===== src/rtl/stack_pkg.sv =====
// Shared types and defaults for the stack_lifo block.
// The optional sticky error flags are enabled with the STACK_LIFO_ERR_EN macro.
package stack_pkg;

  localparam int DATA_W_DEF = 8;
  localparam int DEPTH_DEF  = 16;

  // Occupancy state of the stack; the empty/full flags are decoded from it.
  typedef enum logic [1:0] {
    EMPTY  = 2'd0,
    ACTIVE = 2'd1,
    FULL   = 2'd2
  } state_t;

  // State that corresponds to a given occupancy. A jump straight from 0 to
  // depth (or back) lands in the end state without visiting ACTIVE.
  function automatic state_t state_for_count(input int unsigned cnt,
                                             input int unsigned depth);
    if (cnt == 0) begin
      return EMPTY;
    end
    if (cnt >= depth) begin
      return FULL;
    end
    return ACTIVE;
  endfunction

endpackage


===== src/rtl/stack_ram.sv =====
// Stack storage: DEPTH x DATA_W, one synchronous write port and one
// synchronous read port, no reset. A read and a write to the same address in
// one cycle returns the old contents.
module stack_ram
  import stack_pkg::*;
#(
  parameter  int DATA_W = DATA_W_DEF,
  parameter  int DEPTH  = DEPTH_DEF,
  localparam int ADDR_W = $clog2(DEPTH)
) (
  input  logic              clk,
  input  logic              i_we,
  input  logic [ADDR_W-1:0] i_waddr,
  input  logic [DATA_W-1:0] i_wdata,
  input  logic              i_re,
  input  logic [ADDR_W-1:0] i_raddr,
  output logic [DATA_W-1:0] o_rdata
);

  logic [DATA_W-1:0] r_mem [DEPTH];
  logic [DATA_W-1:0] r_rdata;

  // Write and registered read; the read samples memory before this edge's write.
  always_ff @(posedge clk) begin
    if (i_we) begin
      r_mem[i_waddr] <= i_wdata;
    end
    if (i_re) begin
      r_rdata <= r_mem[i_raddr];
    end
  end

  assign o_rdata = r_rdata;

endmodule


===== src/rtl/stack_lifo.sv =====
// LIFO stack with registered pop data, EMPTY/ACTIVE/FULL occupancy FSM and,
// when STACK_LIFO_ERR_EN is defined, sticky overflow/underflow flags.
//
// Output strobe: dout_valid is high for exactly one cycle after the edge that
// accepted a pop (pop-only on a non-empty stack, or push+pop in any state);
// dout carries the popped word in that cycle and holds it until the next pop.
// There is no back-pressure: requests that cannot be served are dropped.
module stack_lifo
  import stack_pkg::*;
#(
  parameter  int DATA_W = DATA_W_DEF,
  parameter  int DEPTH  = DEPTH_DEF,
  localparam int PTR_W  = $clog2(DEPTH) + 1
) (
  input  logic              clk,
  input  logic              rst_n,
  input  logic              sm,
  input  logic              push,
  input  logic              pop,
  input  logic [DATA_W-1:0] din,
  output logic [DATA_W-1:0] dout,
  output logic              dout_valid,
  output logic [PTR_W-1:0]  count,
  output logic              full,
  output logic              empty,
  output logic              overflow,
  output logic              underflow,
  input  logic              err_clr,
  output state_t            dbg_state
);

  localparam int ADDR_W = $clog2(DEPTH);

  state_t            r_state;
  logic [PTR_W-1:0]  r_count;
  logic              r_dout_zero;
  logic              r_dout_byp;
  logic [DATA_W-1:0] r_byp_data;
  logic              r_dout_valid;

  logic              w_req_push;
  logic              w_req_pop;
  logic              w_req_both;
  logic              w_is_empty;
  logic              w_is_full;
  logic              w_do_push;
  logic              w_do_pop;
  logic              w_do_swap;
  logic              w_do_bypass;
  logic              w_ovf_evt;
  logic              w_unf_evt;
  logic [ADDR_W-1:0] w_top_addr;
  logic [ADDR_W-1:0] w_wr_addr;
  logic              w_ram_we;
  logic              w_ram_re;
  logic [DATA_W-1:0] w_ram_q;
  logic [PTR_W-1:0]  w_count_nxt;

  // Request decode; nothing is requested while the block is deselected.
  assign w_req_push  = sm & push & ~pop;
  assign w_req_pop   = sm & pop & ~push;
  assign w_req_both  = sm & push & pop;
  assign w_is_empty  = (r_state == EMPTY);
  assign w_is_full   = (r_state == FULL);

  assign w_do_push   = w_req_push & ~w_is_full;
  assign w_do_pop    = w_req_pop & ~w_is_empty;
  assign w_do_swap   = w_req_both & ~w_is_empty;
  assign w_do_bypass = w_req_both & w_is_empty;
  assign w_ovf_evt   = w_req_push & w_is_full;
  assign w_unf_evt   = w_req_pop & w_is_empty;

  // Top-of-stack is entry count-1; at count=DEPTH the low bits wrap to 0 so
  // the subtraction still points at DEPTH-1.
  assign w_top_addr  = r_count[ADDR_W-1:0] - ADDR_W'(1);
  assign w_wr_addr   = w_do_push ? r_count[ADDR_W-1:0] : w_top_addr;
  // A write sampled while reset is held belongs to a discarded request.
  assign w_ram_we    = (w_do_push | w_do_swap) & rst_n;
  assign w_ram_re    = w_do_pop | w_do_swap;

  assign w_count_nxt = w_do_push ? (r_count + PTR_W'(1)) :
                       w_do_pop  ? (r_count - PTR_W'(1)) : r_count;

  stack_ram #(
    .DATA_W (DATA_W),
    .DEPTH  (DEPTH)
  ) u_ram (
    .clk     (clk),
    .i_we    (w_ram_we),
    .i_waddr (w_wr_addr),
    .i_wdata (din),
    .i_re    (w_ram_re),
    .i_raddr (w_top_addr),
    .o_rdata (w_ram_q)
  );

  // Occupancy FSM: state follows the occupancy the count moves to.
  always_ff @(posedge clk or negedge rst_n) begin
    if (!rst_n) begin
      r_state <= EMPTY;
      r_count <= '0;
    end else begin
      r_count <= w_count_nxt;
      r_state <= state_for_count(32'(w_count_nxt), DEPTH);
    end
  end

  // Pop data path: selects zero after reset, the RAM read word after a pop or
  // swap, or the bypassed din after a push+pop on an empty stack.
  always_ff @(posedge clk or negedge rst_n) begin
    if (!rst_n) begin
      r_dout_zero  <= 1'b1;
      r_dout_byp   <= 1'b0;
      r_byp_data   <= '0;
      r_dout_valid <= 1'b0;
    end else begin
      r_dout_valid <= w_do_pop | w_do_swap | w_do_bypass;
      if (w_do_pop | w_do_swap) begin
        r_dout_zero <= 1'b0;
        r_dout_byp  <= 1'b0;
      end else if (w_do_bypass) begin
        r_dout_zero <= 1'b0;
        r_dout_byp  <= 1'b1;
        r_byp_data  <= din;
      end
    end
  end

  assign dout       = r_dout_zero ? '0 : (r_dout_byp ? r_byp_data : w_ram_q);
  assign dout_valid = r_dout_valid;
  assign count      = r_count;
  assign empty      = w_is_empty;
  assign full       = w_is_full;
  assign dbg_state  = r_state;

`ifdef STACK_LIFO_ERR_EN
  logic r_overflow;
  logic r_underflow;

  // Sticky error flags; a clear wins over a new error in the same cycle.
  always_ff @(posedge clk or negedge rst_n) begin
    if (!rst_n) begin
      r_overflow  <= 1'b0;
      r_underflow <= 1'b0;
    end else if (err_clr) begin
      r_overflow  <= 1'b0;
      r_underflow <= 1'b0;
    end else begin
      if (w_ovf_evt) begin
        r_overflow <= 1'b1;
      end
      if (w_unf_evt) begin
        r_underflow <= 1'b1;
      end
    end
  end

  assign overflow  = r_overflow;
  assign underflow = r_underflow;
`else
  logic w_unused_err;
  assign w_unused_err = err_clr ^ w_ovf_evt ^ w_unf_evt;
  assign overflow     = 1'b0;
  assign underflow    = 1'b0;
`endif

endmodule


===== config.mk =====
export PLATFORM = sky130hd
export DESIGN_NAME = stack_lifo
export DESIGN_NICKNAME = d
export VERILOG_FILES = /design/src/rtl/stack_pkg.sv /design/src/rtl/stack_ram.sv /design/src/rtl/stack_lifo.sv
export SDC_FILE = /design/constraint.sdc
export NUM_CORES = 1
export LEC_CHECK = 0
export ABC_AREA = 1
export CORE_ASPECT_RATIO = 0.7
export CORE_MARGIN = 2
export CORE_UTILIZATION = 54
export CTS_BUF_LIST = sky130_fd_sc_hd__clkbuf_4 sky130_fd_sc_hd__clkbuf_8 sky130_fd_sc_hd__clkbuf_16
export DETAILED_ROUTE_END_ITERATION = 7
export GPL_TIMING_DRIVEN = 0
export PLACE_DENSITY = 0.72
export SLEW_MARGIN = 25
export SYNTH_ARGS = -nofsm -noshare
export SYNTH_HDL_FRONTEND = slang
export SYNTH_HIERARCHICAL = 1
export SYNTH_SLANG_ARGS = --single-unit

===== constraint.sdc =====
create_clock -name clk -period 2.1 [get_ports clk]
set_input_delay 0.42 -clock clk [delete_from_list [all_inputs] [get_ports clk]]
set_output_delay 0.42 -clock clk [all_outputs]
set_load 0.03 [all_outputs]

After elaboration in Yosys (flattened, before gate mapping)
Memory sizes are Yosys's and may differ from the RTL's. A register that Yosys moved wholly into a read port is not among the register bits.
Cells that the tools add are included.
- bits in writable memories: 128
- word-level logic and storage cells: 52
- input bits: 14
- output and inout port bits: 20
- flip-flop bits (word level): 18
- memories: 1
- add/subtract/negate cells: 3
- bitwise operators: 18
- magnitude comparators: 1
- equal/unequal tests: 1
- reduce and logical (&&, ||, !) cells: 4
- mux-type cells: 18
- memory list (name ; depth ; bits a word ; read ports ; clocked after memory_dff ; write ports ; line ; source):
    u_ram.r_mem ; 16 ; 8 ; 1 ; 1 ; 1 ; stack_ram.sv:20 ; logic [DATA_W-1:0] r_mem [DEPTH];
- operator list (kind ; count):
    $mux W8 ; 2
    $and A1 B1 Y1 ; 10
    $mux W5 ; 2
    $mux W1 ; 9
    $mux W2 ; 4
    $add A5 B1 Y5 const B ; 1
    $ge A5 B5 Y1 const B ; 1
    $logic_not A5 Y1 ; 1
    $not A1 Y1 ; 5
    $sub A5 B1 Y5 const B ; 1
    $mux W4 ; 1
    $sub A4 B1 Y4 const B ; 1
    $or A1 B1 Y1 ; 3
    $eq A2 B2 Y1 const B ; 1
    $logic_not A2 Y1 ; 1
    $reduce_and A2 Y1 ; 1
    $reduce_bool A2 Y1 ; 1

Logic depth before layout (Yosys ltp)
Gate-level depths: netlist (run 1).
- word-level depth: 10
- depth in mapped cells: 11
- mapped depth without buffers: 11

Cells and area by module
The synthesis (run 1) kept the hierarchy.
- modules (own cells, without submodules) (module ; seq. area each (um2) ; cells each ; instances ; area an instance (um2)):
    stack_ram ; 4083.9 ; 551 ; 1 ; 5846.9
    stack_lifo ; 426.7 ; 141 ; 1 ; 1068.5

Least setup slack after synthesis (run 1)
Ideal clock, no wire load.
- kind: register to register
- start point: reg r_count[0], in the netlist count[0]
- end point: mem u_ram/r_mem[8][0] (netlist name), enable pin
- data required time: 1730 ps
- buffers on the path: 0
- setup time: 370 ps
- setup slack: -217 ps
- stages on the path, launching flop included: 9
- data arrival time: 1947 ps
- clock period less this slack: 2317 ps
- cells stage by stage: dfrtp_1 -> inv_1 -> ha_1 -> nand2_1 -> nand2_1 -> nand2_1 -> o21ai_0 -> nand3b_1 -> nor2_1
- cells in the longest elaborated chain, start to end: 2
- ends and longest elaborated chain (item ; line ; source):
    start: declaration ; stack_lifo.sv:35 ; logic [PTR_W-1:0] r_count;
    start signal: assignment ; stack_lifo.sv:103 ; r_count <= w_count_nxt;
    $sub A4 B1 Y4 ; stack_lifo.sv:75 ; assign w_top_addr = r_count[ADDR_W-1:0] - ADDR_W'(1);
    named net w_top_addr[0] ; stack_lifo.sv:52 ; logic [ADDR_W-1:0] w_top_addr;
    $mux W4 ; stack_lifo.sv:76 ; assign w_wr_addr = w_do_push ? r_count[ADDR_W-1:0] : w_top_addr;
    end: declaration ; stack_ram.sv:20 ;
The timed path passes the listed nets, and every way through them passes these cells.

==> results.md, run 1 <==
- Status: finished clean
- Slew Limit Headroom: 41.0%
- CP max stage delay: 0.68 ns
- Final Skew: 0.0111 ns
- Area of the multi-input gates: 0.00197 mm2
- Crit share post-route: 97.7%
- Hold_ws: 0.0603 ns
- Hold Fails Final Rpt: 0
- Total GRT Usage: 26.9%
- Most common cell in the netlist: nand2_1
- Drt drc: 0
- Met1 track demand over resource: 39.1%
- Grt total ovfl: 0
- Synth Cell Area: 0.00692 mm2
- Element type at the critical path end: output port
- Routing usage on met3: 6.66%
- Die area: 0.0137 mm2
- Synth area leader: edfxtp_1
- Slowest CP cell: clkdlybuf4s50_1
- Drt initial violations: 611
- Dpl ws: -1.13 ns
- Filler cell count: 942
- Mean routed wirelength per cell: 19.5 um
- Post-route insts no fill: 932
- Initial antenna violation count: 0
- Final Critical Period: 2.05 ns
- Slew Viols, Final: 0
- Height of the die: 98.7 um
- Crit path cell chain: buf_4 > clkdlybuf4s50_1
- DRT antenna net count: 0
- Kind of critical path: register to output port
- Via density: 5.55
- Worst setup SP type: register
- Post-synth cell types: 29
- Largest cells by area after synthesis: edfxtp_1, nand2_1, nand3_1
- Post-CTS Hold Buffers: 0
- Post-synth top cells: nand2_1, edfxtp_1, inv_1
- Root Driver: clkbuf_16
- Routability cong.: 0.990
- Area Overhead vs Synth: 22.5%
- Final instance area: 0.00847 mm2
- Worst-Margin Slew: 0.882 ns
- Flops & latches, synth: 153
- Latest clock arrival within the worst-skew pair: 0.42 ns
- Placed cell count: 885
- Max-Cap Viols: 0
- Die X: 139 um
- CP required: 1.68 ns
- Peak VDD IR: 0.941 mV
- Pre-antenna DRT Iters: 5
- Area after DPL: 0.00749 mm2
- Largest net degree at the start of global routing: 19
- Number of global-route vias before repair: 4868
- Post-synth EDFFs: 136
- # H-tree levels: 4
- Synthesized area per cell: 9.99 um2
- Sequential element share of the synthesized area: 65.2%
- Share of cells above drive strength 1: 17.7%
- Reg2reg setup slack: 0.07 ns
- CTS clk-pin slew, worst paths: 0.06 ns
- Crit-path max FO: 5
- Core area: 0.0125 mm2
- Port buffer count: 30
- Io pins: 34
- LEAKAGE: 3.71 nW
- First-pass GRT wire length: 26900 um
- Final setup fails: 0
- Diodes inserted: 0
- M2 GR Usage: 39.8%
- CTS tree: done
- R2r endpoint: u_ram/r_mem[9][6]
- Mapped Cells: 692
- Seq. cell area: 0.00451 mm2
- Total number of vias: 5170
- Hold WC Path Type: input pin to async pin
- Pwr per Cell Area: 1520 mW/mm2
- Synth top area share: 59.1%
- Fin nets: 773
- Cts bufs inserted: 17
- Yosys Warn Count: 6
- Rows: 34
- Global route hottest layer: met2
- Max Buffers Root-to-Sink: 2
- Synth Flop Type: edfxtp_1
- Post-DP HPWL: 11600 um
- CTS Sinks: 153
- Initial Util: 55.5%
- Final setup margin: 0.0487 ns
- WL final: 18200 um
- Worst r2r path cells: 10
- Max Freq: 487 MHz
- Reg-to-Reg Start: count[1]
- Async S/R FF share, synth: 11.1%
- WP data arrival: 1.63 ns
[kinds of logic (layout without fill, tap and decap cells)]
family / count (synthesis) / after routing / synth area share (%)
XOR/XNOR: 2 / 2 / 0.253
AND/OR/NAND/NOR: 364 / 364 / 22.4
multiplexers: 8 / 8 / 1.30
AO/OA/AOI/OAI: 14 / 14 / 1.05
flip-flops: 153 / 153 / 65.2
adder cells (fa/ha/maj): 2 / 2 / 0.362
other: 1 / 2 / 0.0542
buffers and inverters: 148 / 225 / 9.37
[final cells by class]
class,count,share of cell area [%]
Sequential cell,153,53.3
Inverter,120,5.45
Clock inverter,13,2.10
Multi-Input combinational cell,392,23.3
Timing Repair Buffer,45,5.89
Tap cell,162,2.39
Buffer,28,2.41
Clock buffer,19,5.20
[repair_timing]
| item | 4_1_cts | 5_1_grt |
|---|---|---|
| cloned | 0 | 0 |
| pin swaps | 8 | 9 |
| gates resized for setup | 40 | 27 |
| endpoints found under the setup margin | 145 | 144 |
| setup buffers | 7 | 8 |
[flip-flops by register name (all words and copies together) (netlist names)]
register,flops
count,5
dbg_state,1
dout_valid,1
r_byp_data,8
r_dout_byp,1
r_dout_zero,1
u_ram/o_rdata,8
u_ram/r_mem,128
[metal layers]
| metal | vias up | wire length (um) | part of all wire (%) |
|---|---|---|---|
| li1 | 2360 | - | - |
| met1 | 2462 | 7440 | 41 |
| met2 | 307 | 8150 | 45 |
| met3 | 41 | 2150 | 12 |
| met4 | 0 | 427 | 2.3 |
| met5 | - | 0 | 0 |
[placed cells by master, fill, tap and decap left out, drive strengths merged]
master	count
buf	42
clkinvlp	3
and2	1
xnor2	1
dfstp	1
a21boi	1
nor2	41
nand4	2
clkdlybuf4s50	15
edfxtp	136
clkinv	8
o21ai	12
conb	2
ha	2
mux2	8
dlymetal6s2s	4
dlygate4sd2	9
a21oi	1
nand3b	2
nand2	212
xor2	1
bufinv	4
clkbuf	21
dfrtp	16
clkdlybuf4s15	1
inv	118
nand3	106
[worst max-delay path: cells and delay by family (launching register included)]
kind | cells | cell delay (ns)
buffers and inverters | 2 | 0.81
DFF | 1 | 0.40
[worst max-delay path by stage]
stage,from,to,cells past startpoint
final,count[4],dbg_state[1],2
after global routing,r_dout_zero,dout[5],4
after CTS,sm,u_ram/r_mem[15][7],7
after detailed placement,rst_n,u_ram/r_mem[12][3],4
after global placement,rst_n,u_ram/r_mem[12][0],4
after floorplan,count[2],u_ram/r_mem[10][0],8
[power breakdown]
part / internal [W] / switching, W
Combinational: 0.00185 / 0.00404
Clock: 0.00200 / 0.00117
Sequential: 0.00369 / 0.000162
[through the flow]
step	util, %	power [W]	TNS (ns)
2_1_floorplan	-	0.00737	0
3_3_place_gp	60.1	0.00909	-117.75
3_5_place_dp	60.1	0.00920	-126.30
4_1_cts	66.5	0.0125	-0.391
5_1_grt	68.0	0.0135	-0.473
6_report	68.0	0.0129	0
(Power assumes the default switching activity.)
==> run 2: changes to the inputs <==
--- a/config.mk
+++ b/config.mk
@@ -10,6 +10,7 @@
 export CORE_MARGIN = 2
 export CORE_UTILIZATION = 54
 export CTS_BUF_LIST = sky130_fd_sc_hd__clkbuf_4 sky130_fd_sc_hd__clkbuf_8 sky130_fd_sc_hd__clkbuf_16
+export CTS_CLUSTER_SIZE = 10
 export DETAILED_ROUTE_END_ITERATION = 7
 export GPL_TIMING_DRIVEN = 0
 export PLACE_DENSITY = 0.72
==> results of run 2 <==
Final layout, timing and power as in run 1 (identical DEF).
==> run 3: changes to the inputs <==
--- a/config.mk
+++ b/config.mk
@@ -8,14 +8,16 @@
 export ABC_AREA = 1
 export CORE_ASPECT_RATIO = 0.7
 export CORE_MARGIN = 2
-export CORE_UTILIZATION = 54
+export CORE_UTILIZATION = 55
 export CTS_BUF_LIST = sky130_fd_sc_hd__clkbuf_4 sky130_fd_sc_hd__clkbuf_8 sky130_fd_sc_hd__clkbuf_16
 export CTS_CLUSTER_SIZE = 10
 export DETAILED_ROUTE_END_ITERATION = 7
 export GPL_TIMING_DRIVEN = 0
-export PLACE_DENSITY = 0.72
+export PLACE_DENSITY = 0.7
+export RECOVER_POWER = 25
 export SLEW_MARGIN = 25
 export SYNTH_ARGS = -nofsm -noshare
 export SYNTH_HDL_FRONTEND = slang
 export SYNTH_HIERARCHICAL = 1
 export SYNTH_SLANG_ARGS = --single-unit
+export TNS_END_PERCENT = 30
==> constraint.sdc (replaced) <==
create_clock -name clk -period 2.6 [get_ports clk]
set_input_delay 0.52 -clock clk [delete_from_list [all_inputs] [get_ports clk]]
set_output_delay 0.52 -clock clk [all_outputs]
set_load 0.03 [all_outputs]
==> results.md, run 3 (synthesis gave the netlist of run 1 again) <==
- Slew Viols, Final: 0 (unchanged)
- RSZ-0062 raised after global routing: yes
- Slew Limit Headroom: 37.8% (-3.2 points)
- Filler cell count: 956 (+1.5%)
- Placed cell count: 885 (unchanged)
- Final setup fails: 16 (+16)
- Crit path cell chain: clkdlybuf4s50_1 > nand2_2 > nor2_2 > nand2_2 > a21boi_0 > nand3_1 > nor2_2
- Drt drc: 0 (unchanged)
- Via density: 5.36 (-3.4%)
- LEAKAGE: 3.55 nW (-4.3%)
- Peak VDD IR: 0.664 mV (-29%)
- Port buffer count: 30 (unchanged)
- Largest net degree at the start of global routing: 19 (unchanged)
- Post-route insts no fill: 919 (-1.4%)
- Io pins: 34 (unchanged)
- Worst setup path end: u_ram/r_mem[13][5]
- Reg2reg setup slack: 0.03 ns (-0.04 ns)
- Max Buffers Root-to-Sink: 2 (unchanged)
- Failing checks: negative setup slack
- Top reg by flops: u_ram/r_mem
- Launch point of the worst path: sm
- Share of cells above drive strength 1: 13.3% (-4.3 points)
- Post-CTS Hold Buffers: 0 (unchanged)
- Area Overhead vs Synth: 17.8%
- Total GRT Usage: 26.2% (-0.70 points)
- Die area: 0.0135 mm2 (-1.8%)
- Diodes inserted: 0 (unchanged)
- Max-Cap Viols: 0 (unchanged)
- Max Freq: 375 MHz
- CTS tree: done
- Hold WC Path Type: input pin to async pin
- Crit share post-route: 102%
- Height of the die: 97.8 um (-0.88%)
- Final setup margin: -0.0640 ns (-0.113 ns)
- CP max stage delay: 0.58 ns (-0.10 ns)
- Slowest CP cell: nor2_2
- Final Skew: 0.00715 ns (-0.00391 ns)
- Drt initial violations: 634 (+3.8%)
- Mean routed wirelength per cell: 18.6 um (-4.4%)
- CTS Sinks: 153 (unchanged)
- Post-DP HPWL: 11500 um (-1.0%)
- Status: complete, but fails checks
- Final Critical Period: 2.66 ns
- WL final: 17100 um (-5.8%)
- Initial Util: 56.1% (+0.57 points)
- CTS clk-pin slew, worst paths: 0.06 ns (about the same)
- R2r endpoint: u_ram/r_mem[13][5]
- Fin nets: 760 (-1.7%)
- First-pass GRT wire length: 26200 um (-2.7%)
- Pwr per Cell Area: 1240 mW/mm2 (-18%)
- Pre-antenna DRT Iters: 5 (unchanged)
- Max reg flops: 128 (unchanged)
- Crit-path max FO: 10 (+5)
- Post-layout util: 66.0% (-1.9 points)
- Rows: 34 (unchanged)
- Kind of critical path: input pin to register
- Element type at the critical path end: register
- Routability cong.: 0.898 (-9.3%)
- Hold Fails Final Rpt: 0 (unchanged)
- Worst-Margin Slew: 0.930 ns (+0.0480 ns)
- Most frequent cells in the layout: nand2_1, edfxtp_1, inv_1, nand3_1, clkdlybuf4s50_1
- Worst setup SP type: input pin
- Cts bufs inserted: 17 (unchanged)
- Worst r2r path cells: 9 (-1)
- DRT antenna net count: 0 (unchanged)
- Latest clock arrival within the worst-skew pair: 0.41 ns (about the same)
- # H-tree levels: 4 (unchanged)
- Initial antenna violation count: 0 (unchanged)
- Grt total ovfl: 0 (unchanged)
- Die X: 138 um (-0.89%)
- Core area: 0.0123 mm2 (-1.0%)
- Commonest non-fill, non-tap cell in the layout: nand2_1
- WP data arrival: 2.71 ns (+1.08 ns)
- CP required: 2.65 ns (+0.97 ns)
- Number of global-route vias before repair: 4600 (-5.5%)
- Total number of vias: 4925 (-4.7%)
- Root Driver: clkbuf_16
- Reg-to-Reg Start: count[0]
-- run 3: cell count changes in the layout (fill, tap and decap cells not counted), moves of 4 or more --
cell,before,now
nor2_4,18,6
dlymetal6s2s_1,4,0
nor2_2,3,14
dlygate4sd3_1,0,4
nand2_1,200,207
buf_12,7,1
dlygate4sd2_1,9,0
nand2_4,4,0
clkdlybuf4s50_1,15,25
inv_1,112,116
buf_4,14,9
-- run 3: worst max-delay path, delay by kind of cell --
family                 cells  cell delay (ns)
AND/OR/NAND/NOR            5             1.26
buffers and inverters      1             0.51
AO/OA/AOI/OAI              1             0.40
-- run 3: how the worst min path moves through the flow --
stage | start | endpoint
6_report | rst_n | r_byp_data[5]
5_1_grt | rst_n | r_byp_data[3]
4_1_cts | rst_n | r_byp_data[0]
3_5_place_dp | r_byp_data[4] | r_byp_data[4]
3_3_place_gp | r_byp_data[2] | r_byp_data[2]
2_1_floorplan | rst_n | count[0]
-- run 3: power breakdown --
| part | internal [W] | switching, W |
|---|---|---|
| clock network | 0.00164 | 0.000941 |
| registers | 0.00298 | 0.000126 |
| logic | 0.00140 | 0.00304 |
| total | 0.00602 | 0.00410 |
-- run 3: metal layers --
layer,vias up,track usage (%),wire [um]
met1,2354,40.6,7650
met3,16,6.18,1770
li1,2323,-,-
met5,-,0,0
met4,0,7.61,165
met2,232,37.4,7550
-- run 3: timing repair --
action                                  CTS  global route
gates resized for setup                   7            19
endpoints found under the setup margin  128           136
endpoints found under the hold margin     0             0
pin swaps                                 0             1
setup buffers                             0             2
-- run 3: metrics by stage --
stage,power [W],setup TNS (ns),setup slack [ns],cell area [um2],hold slack (ns)
floorplan,0.00588,0,0.283,6920,0.224
CTS,0.00997,-1.03,-0.0672,8060,0.164
global route,0.0106,-6.20,-0.180,8140,0.178
detailed placement,0.00738,-92.85,-0.879,7420,0.498
global placement,0.00731,-83.77,-0.811,7420,0.491
finish,0.0101,-0.903,-0.0640,8140,0.154
-- run 3: cell type report --
cell class	count	area, um2	share of cell area, %
Tap cell	162	203	2.49
Clock inverter	12	175	2.15
Timing Repair Buffer	32	329	4.04
Clock buffer	20	448	5.50
Inverter	120	455	5.59
Buffer	28	196	2.41
Multi-Input combinational cell	392	1830	22.4
Sequential cell	153	4510	55.4
